### src/rtl/uart_reg_cmd.sv
`timescale 1ns/1ps
// Byte-stream register command decoder sitting behind uart_rx: decodes read/write
// commands, holds an 8-bit register file and returns read data toward the UART TX.
module uart_reg_cmd #(
  parameter int unsigned NUM_REGS       = 4,
  parameter int unsigned TIMEOUT_CYCLES = 1000000,
  parameter logic [7:0]  RESET_VAL      = 8'h00
) (
  input  logic                  clk,
  input  logic                  reset,
  input  logic                  rx_valid,
  input  logic [7:0]            rx_data,
  output logic                  tx_valid,
  output logic [7:0]            tx_data,
  input  logic                  tx_ready,
  output logic [NUM_REGS*8-1:0] reg_out,
  output logic [NUM_REGS-1:0]   reg_wr_stb,
  output logic                  cmd_err,
  input  logic                  clr_err
);

  localparam int unsigned CW = $clog2(TIMEOUT_CYCLES);

  typedef enum logic [1:0] {
    S_IDLE,
    S_WAIT_VAL,
    S_RD_RESP
  } state_t;

  state_t               r_state;
  state_t               w_next;
  logic [6:0]           r_addr;
  logic [CW-1:0]        r_cnt;
  logic [7:0]           r_regs [NUM_REGS];
  logic                 r_tx_valid;
  logic [7:0]           r_tx_data;
  logic [NUM_REGS-1:0]  r_wr_stb;
  logic                 r_err;

  logic                 w_cmd_in_range;
  logic                 w_val_in_range;
  logic                 w_timeout;
  logic                 w_is_cmd;
  logic [7:0]           w_rd_val;
  logic                 w_latch_addr;
  logic                 w_load_tx;
  logic                 w_tx_done;
  logic                 w_wr_en;
  logic                 w_set_err;
  logic                 w_cnt_inc;

  assign w_is_cmd       = rx_valid && (rx_data != 8'h00);
  assign w_cmd_in_range = (rx_data[6:0] != '0) && (rx_data[6:0] <= 7'(NUM_REGS));
  assign w_val_in_range = (r_addr != '0) && (r_addr <= 7'(NUM_REGS));
  assign w_timeout      = (r_cnt == CW'(TIMEOUT_CYCLES - 1));

  // Read data is taken from the register array at the command cycle; out-of-range gives FF.
  always_comb begin
    w_rd_val = 8'hFF;
    for (int unsigned i = 0; i < NUM_REGS; i++) begin
      if (rx_data[6:0] == 7'(i + 1)) w_rd_val = r_regs[i];
    end
  end

  always_ff @(posedge clk) begin
    if (reset) r_state <= S_IDLE;
    else       r_state <= w_next;
  end

  always_comb begin
    w_next = r_state;
    case (r_state)
      S_IDLE:     if (w_is_cmd) w_next = rx_data[7] ? S_WAIT_VAL : S_RD_RESP;
      S_WAIT_VAL: if (rx_valid || w_timeout) w_next = S_IDLE;
      S_RD_RESP:  if (r_tx_valid && tx_ready) w_next = S_IDLE;
      default:    w_next = S_IDLE;
    endcase
  end

  always_comb begin
    w_latch_addr = 1'b0;
    w_load_tx    = 1'b0;
    w_tx_done    = 1'b0;
    w_wr_en      = 1'b0;
    w_set_err    = 1'b0;
    w_cnt_inc    = 1'b0;
    case (r_state)
      S_IDLE: begin
        if (w_is_cmd) begin
          if (rx_data[7]) begin
            w_latch_addr = 1'b1;
          end else begin
            w_load_tx = 1'b1;
            w_set_err = !w_cmd_in_range;
          end
        end
      end
      S_WAIT_VAL: begin
        // A value byte arriving on the timeout cycle still wins.
        if (rx_valid) begin
          w_wr_en   = w_val_in_range;
          w_set_err = !w_val_in_range;
        end else if (w_timeout) begin
          w_set_err = 1'b1;
        end else begin
          w_cnt_inc = 1'b1;
        end
      end
      S_RD_RESP: begin
        w_set_err = rx_valid;
        w_tx_done = r_tx_valid && tx_ready;
      end
      default: ;
    endcase
  end

  always_ff @(posedge clk) begin
    if (reset) begin
      r_addr     <= '0;
      r_cnt      <= '0;
      r_tx_valid <= 1'b0;
      r_tx_data  <= '0;
      r_wr_stb   <= '0;
      r_err      <= 1'b0;
      for (int unsigned i = 0; i < NUM_REGS; i++) r_regs[i] <= RESET_VAL;
    end else begin
      r_wr_stb <= '0;
      if (w_latch_addr) begin
        r_addr <= rx_data[6:0];
        r_cnt  <= '0;
      end else if (w_cnt_inc) begin
        r_cnt <= r_cnt + 1'b1;
      end
      if (w_load_tx) begin
        r_tx_valid <= 1'b1;
        r_tx_data  <= w_rd_val;
      end else if (w_tx_done) begin
        r_tx_valid <= 1'b0;
      end
      if (w_wr_en) begin
        for (int unsigned i = 0; i < NUM_REGS; i++) begin
          if (r_addr == 7'(i + 1)) begin
            r_regs[i]   <= rx_data;
            r_wr_stb[i] <= 1'b1;
          end
        end
      end
      if (w_set_err)    r_err <= 1'b1;
      else if (clr_err) r_err <= 1'b0;
    end
  end

  for (genvar g = 0; g < NUM_REGS; g++) begin : g_reg_out
    assign reg_out[g*8 +: 8] = r_regs[g];
  end

  assign tx_valid   = r_tx_valid;
  assign tx_data    = r_tx_data;
  assign reg_wr_stb = r_wr_stb;
  assign cmd_err    = r_err;

endmodule

### config.mk
export PLATFORM = sky130hd
export DESIGN_NAME = uart_reg_cmd
export DESIGN_NICKNAME = d
export VERILOG_FILES = /design/src/rtl/uart_reg_cmd.sv
export SDC_FILE = /design/constraint.sdc
export NUM_CORES = 1
export LEC_CHECK = 0
export ABC_AREA = 1
export CAP_MARGIN = 20
export CORE_MARGIN = 2
export CORE_UTILIZATION = 50
export CTS_CLUSTER_SIZE = 16
export DETAILED_ROUTE_END_ITERATION = 10
export DONT_BUFFER_PORTS = 1
export MAX_ROUTING_LAYER = met4
export PLACE_DENSITY = 0.76
export SLEW_MARGIN = 20
export SYNTH_ARGS = -nofsm -noshare
export SYNTH_HDL_FRONTEND = slang
export SYNTH_SLANG_ARGS = --single-unit
### constraint.sdc
create_clock -name clk -period 2.05 [get_ports clk]
set_clock_uncertainty 0.15 [all_clocks]
set_input_delay 0.3075 -clock clk [delete_from_list [all_inputs] [get_ports clk]]
set_output_delay 0.3075 -clock clk [all_outputs]
set_load 0.1 [all_outputs]
==> results of run 1 <==
-- sequential cells by signal (all words and copies together), names as in the netlist --
name	count
r_regs	32
r_cnt	20
tx_data	8
r_addr	7
reg_wr_stb	4
r_state	2
cmd_err	1
tx_valid	1
-- cells by family (layout without fill, tap and decap cells) --
family                     Yosys count  in the layout  synth area share
DFF                                 75             75             0.479
adders and majority gates            1              1           0.00329
AOI/OAI and AO/OA                   63             63            0.0849
xor gates and xnor gates            14             14            0.0342
and+or+nand+nor                    275            275             0.331
buffers and inverters               61            131            0.0671
-- cells in the final DEF (no fill, tap or decap), types with 7 or more instances in the layout --
cell type / netlist / final
xnor2_1: 7 / 7
edfxtp_1: 32 / 32
inv_1: 41 / 41
nand3_1: 21 / 21
inv_2: 9 / 9
nand2_1: 133 / 133
nor2_1: 77 / 77
buf_4: 0 / 60
nand3b_1: 11 / 11
dfxtp_1: 43 / 43
clkbuf_8: 0 / 9
o21ai_0: 12 / 12
a21oi_1: 46 / 46
-- worst register-to-register path, stage by stage (launching register included) --
cell and delay (ns):
dfxtp_1 0.42, ha_1 0.21, nand3_2 0.13, nor2_2 0.18, nand3_4 0.13, nand3_4 0.16, buf_4 0.20, nand2_1 0.07
a21oi_1 0.17
-- final timing paths --
kind / startpoint / end / slack (ns)
hold / removal: rx_data[0] / r_addr[0] / 0.03
setup / recovery: r_cnt[0] / r_cnt[9] / 0.15
hold reg to reg: r_cnt[19] / r_cnt[19] / 0.34
setup reg to reg: r_cnt[0] / r_cnt[9] / 0.15
-- power groups by stage --
stage	Combinational (mW)	Clock [mW]	Sequential, mW
final	0.575	1.35	1.63
after CTS	0.574	1.36	1.63
after global placement	0.561	0	1.66
after global routing	0.607	1.43	1.64
after floorplan	0.164	0	1.95
after detailed placement	0.567	0	1.67
-- layer usage --
metal	global-route usage	up-vias
met2	0.351	138
li1	-	1716
met5	-	-
met3	0.0614	17
met1	0.326	1586
met4	0.0682	0
-- cell type report --
class,count,area (um^2),share of cell area
Timing Repair Buffer,63,480,0.105
Clock inverter,7,116,0.0254
Tap cell,99,124,0.0270
Sequential cell,75,1820,0.397
Inverter,52,195,0.0426
Multi-Input combinational cell,353,1720,0.376
Clock buffer,9,124,0.0270
-- metrics by stage --
step / util / worst slack (ns) / cell area [um^2] / total power, mW / hold WS (ns)
finish: 0.629 / 0.154 / 4590 / 3.56 / 0.0280
global route: 0.629 / 0.0430 / 4590 / 3.67 / 0.0637
CTS: 0.629 / 0.144 / 4590 / 3.57 / 0.0201
detailed placement: 0.592 / 0.220 / 4320 / 2.23 / 0.232
global placement: 0.592 / 0.283 / 4320 / 2.23 / 0.230
floorplan: - / 0.00445 / 3800 / 2.11 / 0.227
==> results, run 1 <==
- The initial antenna violation count is 0.
- The HPWL after detailed placement is 7020 um.
- The share of the Yosys chip area taken by registers is 0.479.
- The worst hold path was traced through 2 stages.
- The cell internal power dissipation is 2.53 mW.
- Power spread over the standard cell area amounts to 776 nW/um^2.
- The commonest cells after synthesis are nand2_1 (133), nor2_1 (77), a21oi_1 (46), dfxtp_1 (43), inv_1 (41).
- Timing would allow up to 528 MHz.
- The final layout net count is 568.
- The analysis attributes to cell leakage a power of 1.96 nW.
- The most used flip-flop cell after synthesis is dfxtp_1.
- The critical path start-end classification is register to register.
- Walking the worst path, the cells encountered are ha_1 -> nand3_2 -> nor2_2 -> nand3_4 -> nand3_4 -> buf_4 -> nand2_1 -> a21oi_1.
- Setup violations remaining at the end of the flow were counted as 0.
- The share of the synthesized area in the top cell type is 0.253.
- After synthesis the cells add up to 3800 um^2.
- The worst setup path is captured at a register.
- The pin count of the biggest net entering global routing is 21.
- The number of distinct library cell variants in the gate-level netlist after synthesis is 32.
- The H-tree was split into 3 levels.
- Routability-driven placement finished with a final weighted congestion of 0.967.
- The detailed router put a total of 4350 um of wire on met1.
- The count of filler cells inserted in the layout is 625.
- Grouping stages by cell kind, the critical path spends the most delay in simple AND/OR/NAND/NOR gates.
- The routed design uses 713 um of met3 wire.
- The final max-slew violation count is 0.
- The worst hold path belongs to the class primary input to register.
- The count of yosys warnings during synthesis is 0.
- The critical path data required time is 2.17 ns.
- The number of setup buffers added after CTS is 0.
- The number of synthesized flops with an enable pin is 32.
- The synthesized instance count is 489.
- 59 I/O pins were placed.
- Sorting the synthesized cells by area gives the leading types as edfxtp_1 (25%), dfxtp_1 (23%), nand2_1 (13%).
- Averaged over all synthesized cells, the footprint is 7.77 um^2.
- In the finished design, the share of the clock period the worst path needs comes to 0.925.
- The share of total power in the clock network is 0.379.
- For the pin with the worst max-slew slack, the measured transition is 0.322 ns.
- The total wire length after detailed routing is 9330 um.
- The floorplan has 31 rows.
- The total of hold buffers inserted after clock tree synthesis is 3.
- In this run the power spent charging and discharging nets is 1.03 mW.
- In the routed layout, each cell is associated on average with a via count of 5.25.
- On the worst path, the slowest cell contributes a delay of 0.42 ns.
- The post-layout minimum cycle time is 1.90 ns.
- The CTS buffer count is 9.
- The cell seen most often among critical-path stages is nand3_4.
- The number of port buffers is 0.
- After clock tree synthesis, the clock-pin slew on the worst setup and hold paths is 0.08 ns.
- The largest buffer count on any clock path is 2.
- The area overhead of the layout relative to synthesis is 20.6%.
- The slowest stage of the critical path is the dfxtp_1 cell.
- In this run the worst path has a maximum fanout of 13.
- The DRC violation count after routing is 0.
- The nature of the critical path startpoint is a register.
- The normalized max-slew margin is 0.785.
- The buffer type at the clock tree root is clkbuf_8.
- The total global routing overflow is 0.
- The number of gates resized after cts is 0.
- The finished layout holds 658 standard cells, fillers aside.
- The first detailed-routing pass ran for 5 iterations.
- The share of cells above drive strength 1 is 0.193.
- The starting utilization of the core area is 0.521.
- Setup repair after global routing left no endpoint under its margin.
- The number of antenna diodes in the final layout is 0.
- The TritonCTS clock tree is done.
- The width of the die is 91.2 um.
- The final setup TNS is 0 ns.
- The total via count in the routed design is 3457.
- In the global route stage, overall resource usage came out at 0.238.
- Of all cell types, the one taking the most synthesized area is edfxtp_1.
- In this run the remaining antenna-violating nets after routing total 0.
- The first global-routing pass estimated 15200 um of wire.
- The flow ran to the end, and the final reports show no timing, DRC or antenna violations.
- Counting cells, the worst reg-to-reg path comes to 8.
- The share of total power dissipated in sequential elements is 0.459.
- The tree built by TritonCTS fans out to 75 sinks.
- The net count after synthesis is 503.
- The final count of hold timing violations was 0.
- After synthesis the netlist holds a flip-flop and latch count of 75.
- The placeable core region is 7290 um^2.
- The first routing iteration left 368 violations.
- The number of global-route vias before repair is 3109.
- Counting tap cells, the placed design contains a total of 639 instances.
- The most frequent cell after synthesis is nand2_1.
- Data arrives at the worst endpoint at 2.01 ns.
- In this run the number of cells on the critical path is 8.
- The topmost layer with routed signal wires is met4.
- The detailed-routed wire length on met2 is 4110 um.
- Of the total power, the share spent switching nets is 0.290.
- The clock latency reported for the late side of the worst-skew pair is 0.35 ns.
- Of the total power, combinational logic draws 0.162.
- The count of buffering cells on the critical path with inverters included is 1.
- The share of synthesized registers carrying an async set or reset is 0.
- The floorplan step defined a die boundary enclosing 8320 um^2.
- After detailed routing, the average wire length per cell comes to 14.2 um.
- The die is 91.2 um tall.
- The worst ir drop on vdd is 0.000327 V.
- Max-cap violations in this run came to 0.
Note: power is estimated with default switching activity, not from simulation.
==> inputs of run 2 (changes only) <==
SETUP_SLACK_MARGIN = 0.5   (was default)
==> results, run 2 (same netlist as run 1, synthesis figures left out) <==
- The part of the cycle the worst path needs was 0.883 (-0.0422).
- The count of standard-cell rows was 31 (unchanged).
- The critical path data arrival time is 1.86 ns (-0.15 ns).
- The starting utilization of the core area is 0.521 (unchanged).
- The per-cell routed wire length is 17.6 um (+24%).
- The number of port buffers was 0 (unchanged).
- The number of global-route vias before repair came to 3607 (+16%).
- The number of iterations in the first detailed-routing pass is 8 (+3).
- The total via count in the routed design is 3883 (+12%).
- The die extent in y came to 91.2 um (unchanged).
- The mean number of vias per cell is 5.68 (+8.1%).
- The buffer type at the clock tree root is clkbuf_8.
- The initial antenna violation count came to 0 (unchanged).
- The normalized max-slew margin is 0.403 (-0.382).
- The final HPWL from detailed placement is 6730 um (-4.3%).
- The area of all placed cells without fillers is 5360 um^2 (+17%).
- The DRC violation total after the first TritonRoute iteration was 421 (+14%).
- The worst setup margin came to 0.241 ns (+0.0864 ns).
- The final setup TNS is 0 ns (unchanged).
- The share of cells above drive strength 1 was 0.398 (+0.205).
- The leading cell type in the layout, fill and taps excluded is nand2_1.
- The total global routing overflow is 0 (unchanged).
- The final estimated routing congestion in global placement is 0.953 (-1.4%).
- The TritonCTS clock tree is done.
- The power density over the cells is 681 nW/um^2 (-12%).
- The maximum level of the CTS H-tree is 3 (unchanged).
- The largest buffer count on any clock path is 2 (unchanged).
- The count of endpoints failing setup in the final report is 0 (unchanged).
- The global-route usage over all layers is 0.268 (+0.0304).
- The placed cell area is 4340 um^2 (+0.64%).
- The number of flip-flops in the largest register is 32 (unchanged).
- The number of violations of the max-capacitance limit is 0 (unchanged).
- The post-placement setup slack was 0.206 ns (-0.0142 ns).
- The final max-slew violation count is 0 (unchanged).
- Setup repair after global routing could not meet its margin everywhere.
- The DRC violation count after routing was 0 (unchanged).
- The placeable core region came to 7290 um^2 (unchanged).
- The maximum clock rate is 553 MHz (+4.8%).
- The top-level port count is 59 (unchanged).
- The total power draw is 3.65 mW (+2.5%).
- The final count of hold timing violations came to 0 (unchanged).
- The CTS buffer count is 9 (unchanged).
- The final layout net count is 594 (+4.6%).
- The transition time at the pin with the least slew margin is 0.889 ns (+0.568 ns).
- The post-layout minimum cycle time is 1.81 ns (-0.0864 ns).
- The count of clock tree sinks is 75 (unchanged).
- The die area is 8320 um^2 (unchanged).
- In the layout the commonest cells are nand2_1 (110), buf_4 (69), nor2_1 (53), inv_1 (32), edfxtp_1 (32).
- The CTS clock-pin slew for the worst setup and hold paths is 0.09 ns (about the same).
- The endpoint type of the worst setup path is a register.
- The critical path data required time is 2.10 ns (-0.07 ns).
- In this run the worst hold path is classified as primary input to register.
- STA classifies the critical path startpoint as a register.
- The worst ir drop on vdd is 0.000422 V (+29%).
- From synthesis to final layout, the design area changed by 41.0%.
- The flow ran to the end, and the final reports show no timing, DRC or antenna violations.
- The total wire length after detailed routing is 12100 um (+29%).
- The maximum net fanout on the critical path is 5 (-8).
- The top register by number of flip-flops is r_regs.
- The total inserted antenna cells is 0 (unchanged).
- The clock latency reported for the late side of the worst-skew pair is 0.35 ns (about the same).
- The post-route antenna net violation count came to 0 (unchanged).
- The total leakage power is 2.16 nW (+9.9%).
- The first-pass GRT wire length was 17200 um (+14%).
- The critical path start-end classification is register to register.
- The width of the die is 91.2 um (unchanged).
- The pin count of the biggest net entering global routing is 21 (unchanged).
[run 2: critical path, cell delays in order, from the launching register on]
cell     delay (ns)
dfxtp_4        0.36
nor2_4         0.14
xor2_2         0.22
nand3_4        0.13
buf_4          0.19
inv_8          0.08
buf_12         0.12
nand4_4        0.11
nor2_1         0.17
[run 2: area by class of cell]
| cell class | count | area (um^2) |
|---|---|---|
| timing repair buffer | 86 | 757 |
| tap | 99 | 124 |
| clock inverter | 6 | 87.6 |
| fill | 476 | 1930 |
| sequential | 75 | 1870 |
| inverter | 52 | 219 |
| clock buffer | 10 | 138 |
| multi-input combinational | 356 | 2170 |
[run 2: per-stage QoR]
stage,hold slack (ns),utilization,std cells
final,0.0402,0.735,684
after global routing,0.0437,0.735,684
after CTS,0.000779,0.682,674
after detailed placement,0.230,0.596,634
after global placement,0.228,0.596,634
after floorplan,0.227,-,489
[run 2: what timing repair did]
| action | CTS | global route |
|---|---|---|
| resized for setup | 46 | 101 |
| pin swaps | 12 | 34 |
| hold endpoints to repair | 4 | 0 |
| endpoints found under the setup margin | 93 | 98 |
| setup buffers | 18 | 9 |
| cloned | 3 | 1 |
| hold buffers | 3 | 0 |
[run 2: where the power goes]
group          total, mW  internal (mW)  switching (mW)  leakage [nW]
sequential          1.63           1.60          0.0290         0.693
combinational      0.709          0.171           0.538          1.36
clock               1.31          0.719           0.595         0.107
total               3.65           2.49            1.16          2.16
[run 2: final timing paths]
kind | start | end | slack, ns | depth (start not counted)
max | r_addr[1] | r_regs[0][2] | 0.24 | 8
min reg2reg | r_cnt[14] | r_cnt[14] | 0.35 | 2
min | rx_data[1] | r_addr[1] | 0.04 | 2
max reg2reg | r_addr[1] | r_regs[0][2] | 0.24 | 8
[run 2: layer usage]
metal	track usage	wire (um)	up-vias
met5	-	0	-
met4	0.111	289	0
met3	0.0564	1180	33
met2	0.433	5900	242
met1	0.329	4690	1833
li1	-	-	1775
